`src/rtl/serial_sub_if.sv`:
```
// serial_sub_if: start/busy/done handshake and operand/result bus for serial_sub; ovf exists only with SERIAL_SUB_OVF_EN
interface serial_sub_if #(parameter int WIDTH = 4);
   logic             start;
   logic [WIDTH-1:0] a;
   logic [WIDTH-1:0] b;
   logic             busy;
   logic             done;
   logic [WIDTH-1:0] q;
   logic             borrow;
`ifdef SERIAL_SUB_OVF_EN
   logic             ovf;
   modport master (output start, a, b, input busy, done, q, borrow, ovf);
   modport slave  (input start, a, b, output busy, done, q, borrow, ovf);
`else
   modport master (output start, a, b, input busy, done, q, borrow);
   modport slave  (input start, a, b, output busy, done, q, borrow);
`endif
endinterface

```
`src/rtl/serial_sub.sv`:
```
// serial_sub: bit-serial a - b mod 2^WIDTH with borrow, LSB first; SERIAL_SUB_OVF_EN adds signed overflow output ovf
module serial_sub #(
   parameter int WIDTH = 4
) (
   input logic         ck,
   input logic         res,
   serial_sub_if.slave s
);
   localparam int CW = $clog2(WIDTH);
   typedef enum logic [1:0] {IDLE, RUN, DONE} state_t;
   state_t           state, state_n;
   logic [WIDTH-1:0] ra, rb, rq, q_r, rq_n;
   logic [CW-1:0]    cnt;
   logic             br, br_n, borrow_r, d, last;
   assign d      = ra[0] ^ rb[0] ^ br;
   assign br_n   = (~ra[0] & rb[0]) | (~(ra[0] ^ rb[0]) & br);
   assign rq_n   = {d, rq[WIDTH-1:1]};
   assign last   = cnt == CW'(WIDTH - 1);
   assign s.busy = state != IDLE;
   assign s.done = state == DONE;
   assign s.q    = q_r;
   assign s.borrow = borrow_r;
   // state register
   always_ff @(posedge ck or posedge res)
      if (res) state <= IDLE;
      else     state <= state_n;
   // next state: IDLE -> RUN on start, RUN -> DONE after the MSB, DONE -> IDLE
   always_comb begin
      state_n = state;
      if (state == IDLE && s.start) state_n = RUN;
      else if (state == RUN && last) state_n = DONE;
      else if (state == DONE) state_n = IDLE;
   end
   // operand capture, per-bit subtract/shift, and result load on the last bit
   always_ff @(posedge ck or posedge res)
      if (res) begin
         ra       <= '0;
         rb       <= '0;
         rq       <= '0;
         cnt      <= '0;
         br       <= 1'b0;
         q_r      <= '0;
         borrow_r <= 1'b0;
      end else if (state == IDLE && s.start) begin
         ra  <= s.a;
         rb  <= s.b;
         cnt <= '0;
         br  <= 1'b0;
      end else if (state == RUN) begin
         ra  <= ra >> 1;
         rb  <= rb >> 1;
         rq  <= rq_n;
         br  <= br_n;
         cnt <= last ? cnt : cnt + CW'(1);
         if (last) begin
            q_r      <= rq_n;
            borrow_r <= br_n;
         end
      end
`ifdef SERIAL_SUB_OVF_EN
   logic ovf_r;
   assign s.ovf = ovf_r;
   // on the last bit ra[0]/rb[0] hold the operand sign bits and d is the result sign bit
   always_ff @(posedge ck or posedge res)
      if (res) ovf_r <= 1'b0;
      else if (state == RUN && last) ovf_r <= (ra[0] != rb[0]) && (d != ra[0]);
`endif
endmodule

```
`src/flat_wrapper.sv`:
```
// flat-port wrapper written by rule: the top's interface ports become plain ports
module serial_sub_flat 
#(
   parameter int WIDTH = 4
)
  (ck, res, s_start, s_a, s_b, s_busy, s_done, s_q, s_borrow);
  serial_sub_if #(.WIDTH(WIDTH)) s_i ();
  input logic ck;
  input logic res;
  input wire logic [$bits(s_i.start)-1:0] s_start;
  input wire logic [$bits(s_i.a)-1:0] s_a;
  input wire logic [$bits(s_i.b)-1:0] s_b;
  output wire logic [$bits(s_i.busy)-1:0] s_busy;
  output wire logic [$bits(s_i.done)-1:0] s_done;
  output wire logic [$bits(s_i.q)-1:0] s_q;
  output wire logic [$bits(s_i.borrow)-1:0] s_borrow;
  assign s_i.start = s_start;
  assign s_i.a = s_a;
  assign s_i.b = s_b;
  assign s_busy = s_i.busy;
  assign s_done = s_i.done;
  assign s_q = s_i.q;
  assign s_borrow = s_i.borrow;
  serial_sub #(.WIDTH(WIDTH)) u_core (.ck(ck), .res(res), .s(s_i));
endmodule
```
`config.mk`:
```
export PLATFORM = sky130hd
export DESIGN_NAME = serial_sub_flat
export DESIGN_NICKNAME = d
export VERILOG_FILES = /design/src/rtl/serial_sub_if.sv /design/src/rtl/serial_sub.sv /design/src/flat_wrapper.sv
export SDC_FILE = /design/constraint.sdc
export NUM_CORES = 1
export LEC_CHECK = 0
export ABC_AREA = 1
export CAP_MARGIN = 20
export CORE_ASPECT_RATIO = 2
export CORE_MARGIN = 2
export CORE_UTILIZATION = 30
export DETAILED_ROUTE_END_ITERATION = 8
export PLACE_DENSITY = 0.48
export RECOVER_POWER = 100
export SYNTH_ARGS = -nofsm -noshare
export SYNTH_HDL_FRONTEND = slang
export SYNTH_SLANG_ARGS = --single-unit
```
`constraint.sdc`:
```
create_clock -name ck -period 1.58 [get_ports ck]
set_input_delay 0.158 -clock ck [delete_from_list [all_inputs] [get_ports ck]]
set_output_delay 0.158 -clock ck [all_outputs]
set_load 0.02 [all_outputs]
```
==> results of run 1 <==
-- worst paths after layout --
path,start,to,cells after the start
min in group ck,s_a[3],u_core.ra[3]$_DFFE_PP0P_,3
setup reg to reg,u_core.state[1]$_DFFE_PP0P_,u_core.s.q[2]$_DFFE_PP0P_,5
max in group asynchronous,res,u_core.rb[3]$_DFFE_PP0P_,3
setup / recovery,u_core.s.q[0]$_DFFE_PP0P_,s_q[0],1
hold reg to reg,u_core.s.q[3]$_DFFE_PP0P_,u_core.s.q[3]$_DFFE_PP0P_,2
hold / removal,res,u_core.s.q[1]$_DFFE_PP0P_,3
-- power by group --
group / internal [W] / switching (W) / total, W
logic: 0.000388 / 0.000634 / 0.00102
clock network: 0.000180 / 0.000169 / 0.000349
registers: 0.000746 / 0.000117 / 0.000863
-- registers in the layout (all words and copies together), names as in the netlist --
signal and flops:
u_core.br 1, u_core.cnt 2, u_core.ra 4, u_core.rb 4, u_core.rq 3, u_core.s.borrow 1, u_core.s.q 4, u_core.state 2
-- stage by stage --
step / setup WS (ns) / hold WS [ns] / instances / total power (W)
2_1_floorplan: 0.427 / 0.135 / 105 / 0.00167
3_5_place_dp: 0.232 / 0.468 / 156 / 0.00202
3_3_place_gp: 0.266 / 0.459 / 156 / 0.00199
6_report: 0.130 / 0.450 / 160 / 0.00223
5_1_grt: 0.0854 / 0.491 / 160 / 0.00245
4_1_cts: 0.0239 / 0.240 / 160 / 0.00237
-- synthesized netlist by cell type, types with 2 or more instances --
library cell,instances
dfrtp_1,21
o21ai_0,4
o21ai_2,4
nand2_1,22
inv_1,11
nand3_1,25
nand2_4,2
nor2_1,4
-- routing by layer --
metal | up-vias | routed length [um] | global-route usage, %
li1 | 391 | - | -
met3 | 4 | 40 | 1.28
met4 | 0 | 44 | 5.79
met2 | 13 | 1030 | 20.1
met5 | - | 0 | 0
met1 | 366 | 824 | 15.9
-- cell type report --
class / count / area share, %
repair buffers: 22 / 16.2
well taps: 31 / 3.18
multi-input cells: 69 / 29.9
clock buffers: 4 / 3.69
flip-flops and latches: 21 / 43.0
inverters: 13 / 4.00
-- repair_timing --
item	4_1_cts	5_1_grt
gates resized for setup	1	1
endpoints found under the setup margin	1	1
buffers inserted	0	0
-- cell families after synthesis --
logic type	Yosys count	share of synthesized area, %
adder cells (fa/ha/maj)	2	3.32
AO/OA/AOI/OAI	10	6.89
buffers and inverters	15	7.27
AND/OR/NAND/NOR	57	29.0
flip-flops	21	53.6
==> reports/qor.csv, run 1 <==
stage;metric;value;unit
worst_setup_path;CP Class;reg -> out;
synth;fraction of registers with async set/reset;100;%
clock_tree;Skew-Pair Late Insertion Delay;0.26;ns
timing;final hold vios;0;
clock_tree;H-Tree Depth;1;
worst_setup_path;slowest CP cell;dlygate4sd3_1;
worst_setup_path;max incr delay on CP;0.65;ns
floorplan;starting density of the core;31.1;%
worst_setup_path;CP Capture Type;output port;
detailed_routing;Post-route DRC;0;
timing;Max Freq;0.690;GHz
job;maxcap violations;0;
synth;EDFF count, synth;0;
grt;grt total ovfl;0;
synth;Synth Instances;105;
grt;Tot GR Track Use;12.3;%
grt;first-pass GRT wire length;3440;um
floorplan;die extent in x;44.4;um
timing;fin crit share;91.8;%
synth;YS warnings;0;
detailed_routing;Routed Wire Length;1940;um
worst_setup_path;CP Cell Sequence;dlygate4sd3_1;
layout;Antenna Cells;0;
clock_tree;Num CTS Buffers;3;
floorplan;I/O pin count;18;
floorplan;die outline height;84.9;um
worst_setup_path;worst path required time;1.42;ns
clock_tree;TritonCTS clock tree;built;
grt;number of global-route vias before repair;762;
synth;dominant synthesized flop cell;dfrtp_1;
synth;post-synthesis cell type count;20;
layout;Sequential Area;526;um^2
layout;Finished Cell Area;0.00122;mm^2
synth;Seq cells post-synth;21;
layout;fillers;326;
timing;Final setup viols;0;
detailed_routing;Final ANT Viol Nets;0;
worst_setup_path;r2r setup slk;0.25;ns
synth;Synth top area share;53.6;%
timing;clk_skew;0.00266;ns
power_and_ir_drop;total power per unit cell area;1830;mW/mm^2
grt;initial antenna violation count;0;
placement;Placed Area;0.00121;mm^2
clock_tree;clk slew on worst S/H paths;0.07;ns
clock_tree;Clock Path Buffers;2;
synth;Area contributors post-synth;dfrtp_1, nand3_1, nand2_1;
run_status;status;finished clean;
worst_setup_path;CP Launch Type;flop;
synth;Seq/Total Area, Yosys;53.6;%
timing;Final Max Tran Viols;0;
timing;RSZ-0062 raised after global routing;no;
placement;Port Buf Inserts;17;
layout;commonest non-fill, non-tap cell in the layout;nand3_1;
timing;minimum clock period;1.45;ns
timing;Rel. slew slack;64.5;%
layout;area of the multi-input gates;365;um^2
placement;RePlAce Congestion;0.697;
synth;Synth Cell Area;981;um^2
synth;Synthesized Nets;118;
floorplan;die footprint;0.00377;mm^2
clock_tree;hold buffers post-CTS;0;
grt;largest net degree at the start of global routing;22;
layout;share of post-route cells with drive strength above 1;12.4;%
floorplan;row cnt;29;
worst_setup_path;largest fanout on the critical path;2;
detailed_routing;First-pass DRT Iterations;4;
placement;dpl hpwl;1470;um
synth;syn avg cell area;9.34;um^2
worst_setup_path;Crit path max-delay family;buffers and inverters;
detailed_routing;drt wl/cell;12.1;um
worst_setup_path;worst path bufs/invs;1;
layout;Layout area overhead;24.5;%
clock_tree;Root Driver;clkbuf_8;
layout;Final nets;143;
floorplan;Placeable Area;0.00316;mm^2
power_and_ir_drop;leakage;0.610;nW
worst_setup_path;Worst EP arrival;1.29;ns
synth;most area-hungry cell type in the Yosys netlist;dfrtp_1;
layout;Layout Utilization;38.7;%
detailed_routing;DR vias/cell;4.84;
power_and_ir_drop;Peak VDD IR;0.998;mV
timing;Fin Setup TNS;0;ns
layout;most frequent cells in the layout;nand3_1, nand2_1, dfrtp_1, inv_1, clkdlybuf4s50_1;
detailed_routing;vias post-DR;774;
timing;Slew @ Worst Pin;0.532;ns
detailed_routing;DRT iter0 DRCs;17;
min_path;HP Class;in -> async;
clock_tree;clock tree sinks;21;
(Power assumes the default switching activity.)
==> inputs of run 2 (changes only) <==
--- a/config.mk
+++ b/config.mk
@@ -8,11 +8,10 @@
 export ABC_AREA = 1
 export CAP_MARGIN = 20
 export CORE_ASPECT_RATIO = 2
-export CORE_MARGIN = 2
 export CORE_UTILIZATION = 30
 export DETAILED_ROUTE_END_ITERATION = 8
 export PLACE_DENSITY = 0.48
-export RECOVER_POWER = 100
+export RECOVER_POWER = 25
 export SYNTH_ARGS = -nofsm -noshare
 export SYNTH_HDL_FRONTEND = slang
 export SYNTH_SLANG_ARGS = --single-unit
==> reports/qor.csv, run 2 (same netlist as run 1, synthesis figures left out) <==
stage;metric;value;unit;change
power_and_ir_drop;Peak VDD IR;1.01;mV;+0.82%
detailed_routing;Final ANT Viol Nets;0;;unchanged
floorplan;starting density of the core;31.1;%;unchanged
run_status;status;finished clean;;
worst_setup_path;crit path launch;u_core.s.q[0]$_DFFE_PP0P_;;
power_and_ir_drop;Int Pwr;0.00137;W;+4.1%
timing;Final setup viols;0;;unchanged
power_and_ir_drop;leakage;0.622;nW;+2.0%
power_and_ir_drop;Psw;0.000958;W;+4.1%
layout;most frequent cells in the layout;nand3_1, nand2_1, dfrtp_1, clkdlybuf4s50_1, inv_1;;
floorplan;I/O pin count;18;;unchanged
power_and_ir_drop;Flop pwr share;37.4;%;-1.2 points
layout;share of post-route cells with drive strength above 1;15.4;%;+3.0 points
floorplan;die footprint;0.00352;mm^2;-6.8%
worst_setup_path;CP Cell Sequence;clkdlybuf4s50_1;;
floorplan;die outline height;82.9;um;-2.4%
detailed_routing;Routed Wire Length;1990;um;+2.8%
power_and_ir_drop;total power per unit cell area;1850;mW/mm^2;+1.0%
grt;first-pass GRT wire length;3370;um;-1.8%
worst_setup_path;R2R depth;4;;-1
grt;grt total ovfl;0;;unchanged
min_path;HP Class;in -> async;;
timing;Rel. slew slack;64.4;%;-0.14 points
grt;initial antenna violation count;0;;unchanged
worst_setup_path;largest fanout on the critical path;2;;unchanged
timing;RSZ-0062 raised after global routing;no;;
clock_tree;Skew-Pair Late Insertion Delay;0.25;ns;about the same
worst_setup_path;r2r setup slk;0.35;ns;+0.10 ns
floorplan;Placeable Area;0.00316;mm^2;unchanged
grt;Tot GR Track Use;12.5;%;+0.16 points
floorplan;row cnt;29;;unchanged
layout;Layout area overhead;28.3;%;
clock_tree;H-Tree Depth;1;;unchanged
placement;dpl hpwl;1520;um;+4.0%
detailed_routing;drt wl/cell;12.4;um;+2.2%
clock_tree;clock tree sinks;21;;unchanged
layout;Antenna Cells;0;;unchanged
detailed_routing;vias post-DR;786;;+1.6%
worst_setup_path;Worst EP arrival;1.21;ns;-0.08 ns
worst_setup_path;worst path bufs/invs;1;;unchanged
detailed_routing;DRT iter0 DRCs;19;;+2
placement;RePlAce Congestion;0.686;;-1.5%
worst_setup_path;max incr delay on CP;0.60;ns;-0.05 ns
power_and_ir_drop;Gate power share;48.0;%;+2.2 points
worst_setup_path;CP Launch Type;flop;;
layout;Sequential Area;526;um^2;unchanged
worst_setup_path;Crit path max-delay family;buffers and inverters;;
worst_setup_path;CP Class;reg -> out;;
timing;minimum clock period;1.37;ns;-0.0786 ns
floorplan;die extent in x;42.4;um;-4.5%
worst_setup_path;Reg2Reg Launch Point;u_core.rb[0]$_DFFE_PP0P_;;
power_and_ir_drop;switching portion of total power;41.2;%;about the same
worst_setup_path;worst path required time;1.42;ns;about the same
placement;Port Buf Inserts;17;;unchanged
layout;Layout Utilization;39.9;%;+1.2 points
clock_tree;hold buffers post-CTS;0;;unchanged
worst_setup_path;slowest CP cell;clkdlybuf4s50_1;;
clock_tree;Num CTS Buffers;3;;unchanged
timing;Final Max Tran Viols;0;;unchanged
grt;number of global-route vias before repair;771;;+1.2%
layout;commonest non-fill, non-tap cell in the layout;nand3_1;;
clock_tree;TritonCTS clock tree;built;;
clock_tree;Root Driver;clkbuf_8;;
clock_tree;Clock Path Buffers;2;;unchanged
clock_tree;clk slew on worst S/H paths;0.07;ns;about the same
detailed_routing;DR vias/cell;4.88;;+0.92%
layout;area of the multi-input gates;384;um^2;+5.1%
layout;Final nets;144;;+0.70%
worst_setup_path;CP Capture Type;output port;;
power_and_ir_drop;Clk pwr share;14.6;%;-1.0 points
timing;final hold vios;0;;unchanged
timing;fin crit share;86.8;%;-5.0 points
job;maxcap violations;0;;unchanged
timing;Slew @ Worst Pin;0.534;ns;+0.00214 ns
grt;largest net degree at the start of global routing;22;;unchanged
timing;Max Freq;0.729;GHz;+5.7%
detailed_routing;Post-route DRC;0;;unchanged
worst_setup_path;Worst R2R End;u_core.rq[3]$_DFFE_PP0P_;;
detailed_routing;First-pass DRT Iterations;4;;unchanged
timing;clk_skew;0.000805;ns;-0.00185 ns
timing;Fin Setup TNS;0;ns;unchanged
layout;fillers;335;;+2.8%
-- run 2: worst max path at each step --
| stage | endpoint | slack (ns) | cells after the start |
|---|---|---|---|
| global placement | s_done | 0.27 | 3 |
| detailed placement | s_done | 0.27 | 3 |
| finish | s_q[0] | 0.21 | 1 |
| global route | s_q[1] | 0.15 | 1 |
| floorplan | u_core.rq[3]$_DFFE_PP0P_ | 0.43 | 4 |
| CTS | s_busy | 0.04 | 3 |
-- run 2: through the flow --
| step | instances | area [um^2] | hold slack [ns] | power (W) | setup slack, ns |
|---|---|---|---|---|---|
| floorplan | 105 | 981 | 0.135 | 0.00167 | 0.427 |
| global placement | 157 | 1210 | 0.455 | 0.00200 | 0.272 |
| detailed placement | 157 | 1210 | 0.474 | 0.00204 | 0.269 |
| CTS | 161 | 1260 | 0.242 | 0.00238 | 0.0401 |
| global route | 161 | 1260 | 0.507 | 0.00253 | 0.154 |
| finish | 161 | 1260 | 0.467 | 0.00233 | 0.208 |
-- run 2: timing repair --
| action | CTS | global route |
|---|---|---|
| endpoints found under the setup margin | 1 | 1 |
| resized for setup | 1 | 1 |
| buffers inserted | 0 | 0 |
-- run 2: power by group through the flow --
stage / Clock (W) / Combinational (W) / Sequential, W
after CTS: 0.000354 / 0.00115 / 0.000874
after global routing: 0.000376 / 0.00125 / 0.000898
after floorplan: 0 / 0.000727 / 0.000946
after global placement: 0 / 0.00113 / 0.000875
final: 0.000340 / 0.00112 / 0.000871
after detailed placement: 0 / 0.00116 / 0.000882
-- run 2: per-layer routing --
metal	vias to the layer above	share of wire, %	track usage (%)
li1	392	-	-
met1	380	41	13.6
met2	12	56	22.8
met3	2	2.3	1.30
met4	0	1.4	5.97
met5	-	0	0
-- run 2: layout make-up --
class | instances | area share, %
multi-input cells | 69 | 30.5
well taps | 31 | 3.08
flip-flops and latches | 21 | 41.7
inverters | 13 | 4.08
clock buffers | 4 | 3.58
repair buffers | 23 | 17.0
==> inputs of run 3 (changes only) <==
--- a/config.mk
+++ b/config.mk
@@ -7,10 +7,13 @@
 export LEC_CHECK = 0
 export ABC_AREA = 1
 export CAP_MARGIN = 20
+export CELL_PAD_IN_SITES_DETAIL_PLACEMENT = 0
+export CELL_PAD_IN_SITES_GLOBAL_PLACEMENT = 1
 export CORE_ASPECT_RATIO = 2
 export CORE_UTILIZATION = 30
+export CTS_CLUSTER_SIZE = 16
 export DETAILED_ROUTE_END_ITERATION = 8
-export PLACE_DENSITY = 0.48
+export PLACE_DENSITY = 0.6
 export RECOVER_POWER = 25
 export SYNTH_ARGS = -nofsm -noshare
 export SYNTH_HDL_FRONTEND = slang
==> reports/qor.csv, run 3 (same netlist as run 1, synthesis figures left out) <==
stage;metric;value;unit;change
placement;Port Buf Inserts;17;;unchanged
timing;Fin Setup TNS;0;ns;unchanged
timing;Slew @ Worst Pin;0.273;ns;-0.261 ns
job;maxcap violations;0;;unchanged
detailed_routing;vias post-DR;762;;-3.1%
min_path;HP Class;in -> async;;
placement;dpl hpwl;1450;um;-4.9%
grt;initial antenna violation count;0;;unchanged
floorplan;die footprint;0.00352;mm^2;unchanged
layout;Finished Cell Area;0.00125;mm^2;-0.60%
worst_setup_path;largest fanout on the critical path;3;;+1
worst_setup_path;CP Class;reg -> out;;
worst_setup_path;Worst EP arrival;1.23;ns;+0.02 ns
power_and_ir_drop;leakage;0.612;nW;-1.5%
grt;number of global-route vias before repair;755;;-2.1%
detailed_routing;Routed Wire Length;1920;um;-3.6%
floorplan;starting density of the core;31.1;%;unchanged
worst_setup_path;R2R depth;4;;unchanged
run_status;status;finished clean;;
timing;fin crit share;87.6;%;+0.77 points
grt;first-pass GRT wire length;3300;um;-2.3%
power_and_ir_drop;Peak VDD IR;1.21;mV;+20%
worst_setup_path;worst path required time;1.42;ns;about the same
worst_setup_path;CP Launch Type;flop;;
worst_setup_path;Worst R2R End;u_core.rq[3]$_DFFE_PP0P_;;
worst_setup_path;max incr delay on CP;0.46;ns;-0.14 ns
worst_setup_path;Reg2Reg Launch Point;u_core.rb[0]$_DFFE_PP0P_;;
clock_tree;H-Tree Depth;1;;unchanged
detailed_routing;DR vias/cell;4.76;;-2.4%
clock_tree;clk slew on worst S/H paths;0.08;ns;about the same
worst_setup_path;r2r setup slk;0.38;ns;+0.03 ns
detailed_routing;DRT iter0 DRCs;22;;+3
layout;fillers;342;;+2.1%
grt;grt total ovfl;0;;unchanged
timing;Final setup viols;0;;unchanged
worst_setup_path;slowest CP cell;dfrtp_2;;
floorplan;die outline height;82.9;um;unchanged
layout;commonest non-fill, non-tap cell in the layout;nand3_1;;
timing;Rel. slew slack;81.8;%;+17 points
timing;clk_skew;0.00436;ns;+0.00355 ns
timing;RSZ-0062 raised after global routing;no;;
floorplan;I/O pin count;18;;unchanged
grt;Tot GR Track Use;12.1;%;-0.33 points
timing;final hold vios;0;;unchanged
clock_tree;clock tree sinks;21;;unchanged
layout;Antenna Cells;0;;unchanged
grt;largest net degree at the start of global routing;22;;unchanged
clock_tree;Clock Path Buffers;2;;unchanged
placement;Placed Area;0.00121;mm^2;-0.62%
timing;Final Max Tran Viols;0;;unchanged
detailed_routing;drt wl/cell;12.0;um;-3.0%
worst_setup_path;CP Capture Type;output port;;
detailed_routing;Final ANT Viol Nets;0;;unchanged
power_and_ir_drop;total power per unit cell area;1850;mW/mm^2;-0.13%
clock_tree;post-CTS setup buffers;0;;unchanged
layout;Final nets;143;;-0.69%
clock_tree;Num CTS Buffers;3;;unchanged
worst_setup_path;CP Cell Sequence;nor2_2 -> inv_1 -> dlygate4sd2_1;;
layout;share of post-route cells with drive strength above 1;15.5;%;+0.12 points
layout;most frequent cells in the layout;nand3_1, nand2_1, dfrtp_1, clkdlybuf4s50_1, inv_1;;
floorplan;row cnt;29;;unchanged
clock_tree;TritonCTS clock tree;built;;
floorplan;Placeable Area;0.00316;mm^2;unchanged
clock_tree;Skew-Pair Late Insertion Delay;0.25;ns;about the same
detailed_routing;First-pass DRT Iterations;4;;unchanged
timing;Max Freq;0.723;GHz;-0.88%
detailed_routing;Post-route DRC;0;;unchanged
floorplan;die extent in x;42.4;um;unchanged
timing;minimum clock period;1.38;ns;+0.0122 ns
layout;Layout area overhead;27.6;%;
clock_tree;Root Driver;clkbuf_8;;
placement;RePlAce Congestion;0.663;;-3.5%
-- run 3: worst max-delay path by stage --
stage / depth (start not counted) / slack (ns) / start / endpoint
after floorplan: 4 / 0.43 / u_core.rb[0]$_DFFE_PP0P_ / u_core.rq[3]$_DFFE_PP0P_
after global placement: 3 / 0.22 / u_core.state[1]$_DFFE_PP0P_ / s_busy
after detailed placement: 3 / 0.20 / u_core.state[1]$_DFFE_PP0P_ / s_done
after CTS: 3 / 0.18 / u_core.state[1]$_DFFE_PP0P_ / s_busy
after global routing: 3 / 0.14 / u_core.state[1]$_DFFE_PP0P_ / s_busy
final: 3 / 0.20 / u_core.state[1]$_DFFE_PP0P_ / s_busy
-- run 3: worst max-delay path, delay by kind of cell (launching register included) --
kind	cells	cell delay, ns
DFF	1	0.46
and+or+nand+nor	1	0.15
buffers and inverters	2	0.36
-- run 3: power by group --
part / switching, W / internal (W) / total [W]
clock network: 0.000166 / 0.000179 / 0.000345
registers: 0.000134 / 0.000749 / 0.000883
logic: 0.000647 / 0.000435 / 0.00108
-- run 3: cell type report --
cell class	instances	area, um^2	share of cell area (%)
inverter	13	51.3	4.10
multi-input combinational	69	384	30.7
clock buffer	4	45.0	3.60
sequential	21	527	42.1
timing repair buffer	22	205	16.4
tap	31	38.8	3.10
-- run 3: timing repair --
item | 4_1_cts | 5_1_grt
endpoints found under the setup margin | 2 | 0
hold buffers | 0 | 0
gates resized for setup | 3 | 0
-- run 3: stage by stage --
stage / setup WS, ns / power [W] / cells / hold WS, ns / util, %
finish: 0.196 / 0.00231 / 160 / 0.368 / 39.6
global route: 0.137 / 0.00252 / 160 / 0.394 / 39.6
CTS: 0.180 / 0.00236 / 160 / 0.240 / 39.6
detailed placement: 0.198 / 0.00201 / 156 / 0.468 / 38.2
global placement: 0.218 / 0.00199 / 156 / 0.459 / 38.2
floorplan: 0.427 / 0.00167 / 105 / 0.135 / -
-- run 3: per-layer routing --
layer	vias up	share of wire [%]	global-route usage, %
li1	389	-	-
met1	360	43	15.5
met2	11	54	19.9
met3	2	2.1	1.30
met4	0	0.83	5.97
met5	-	0	0
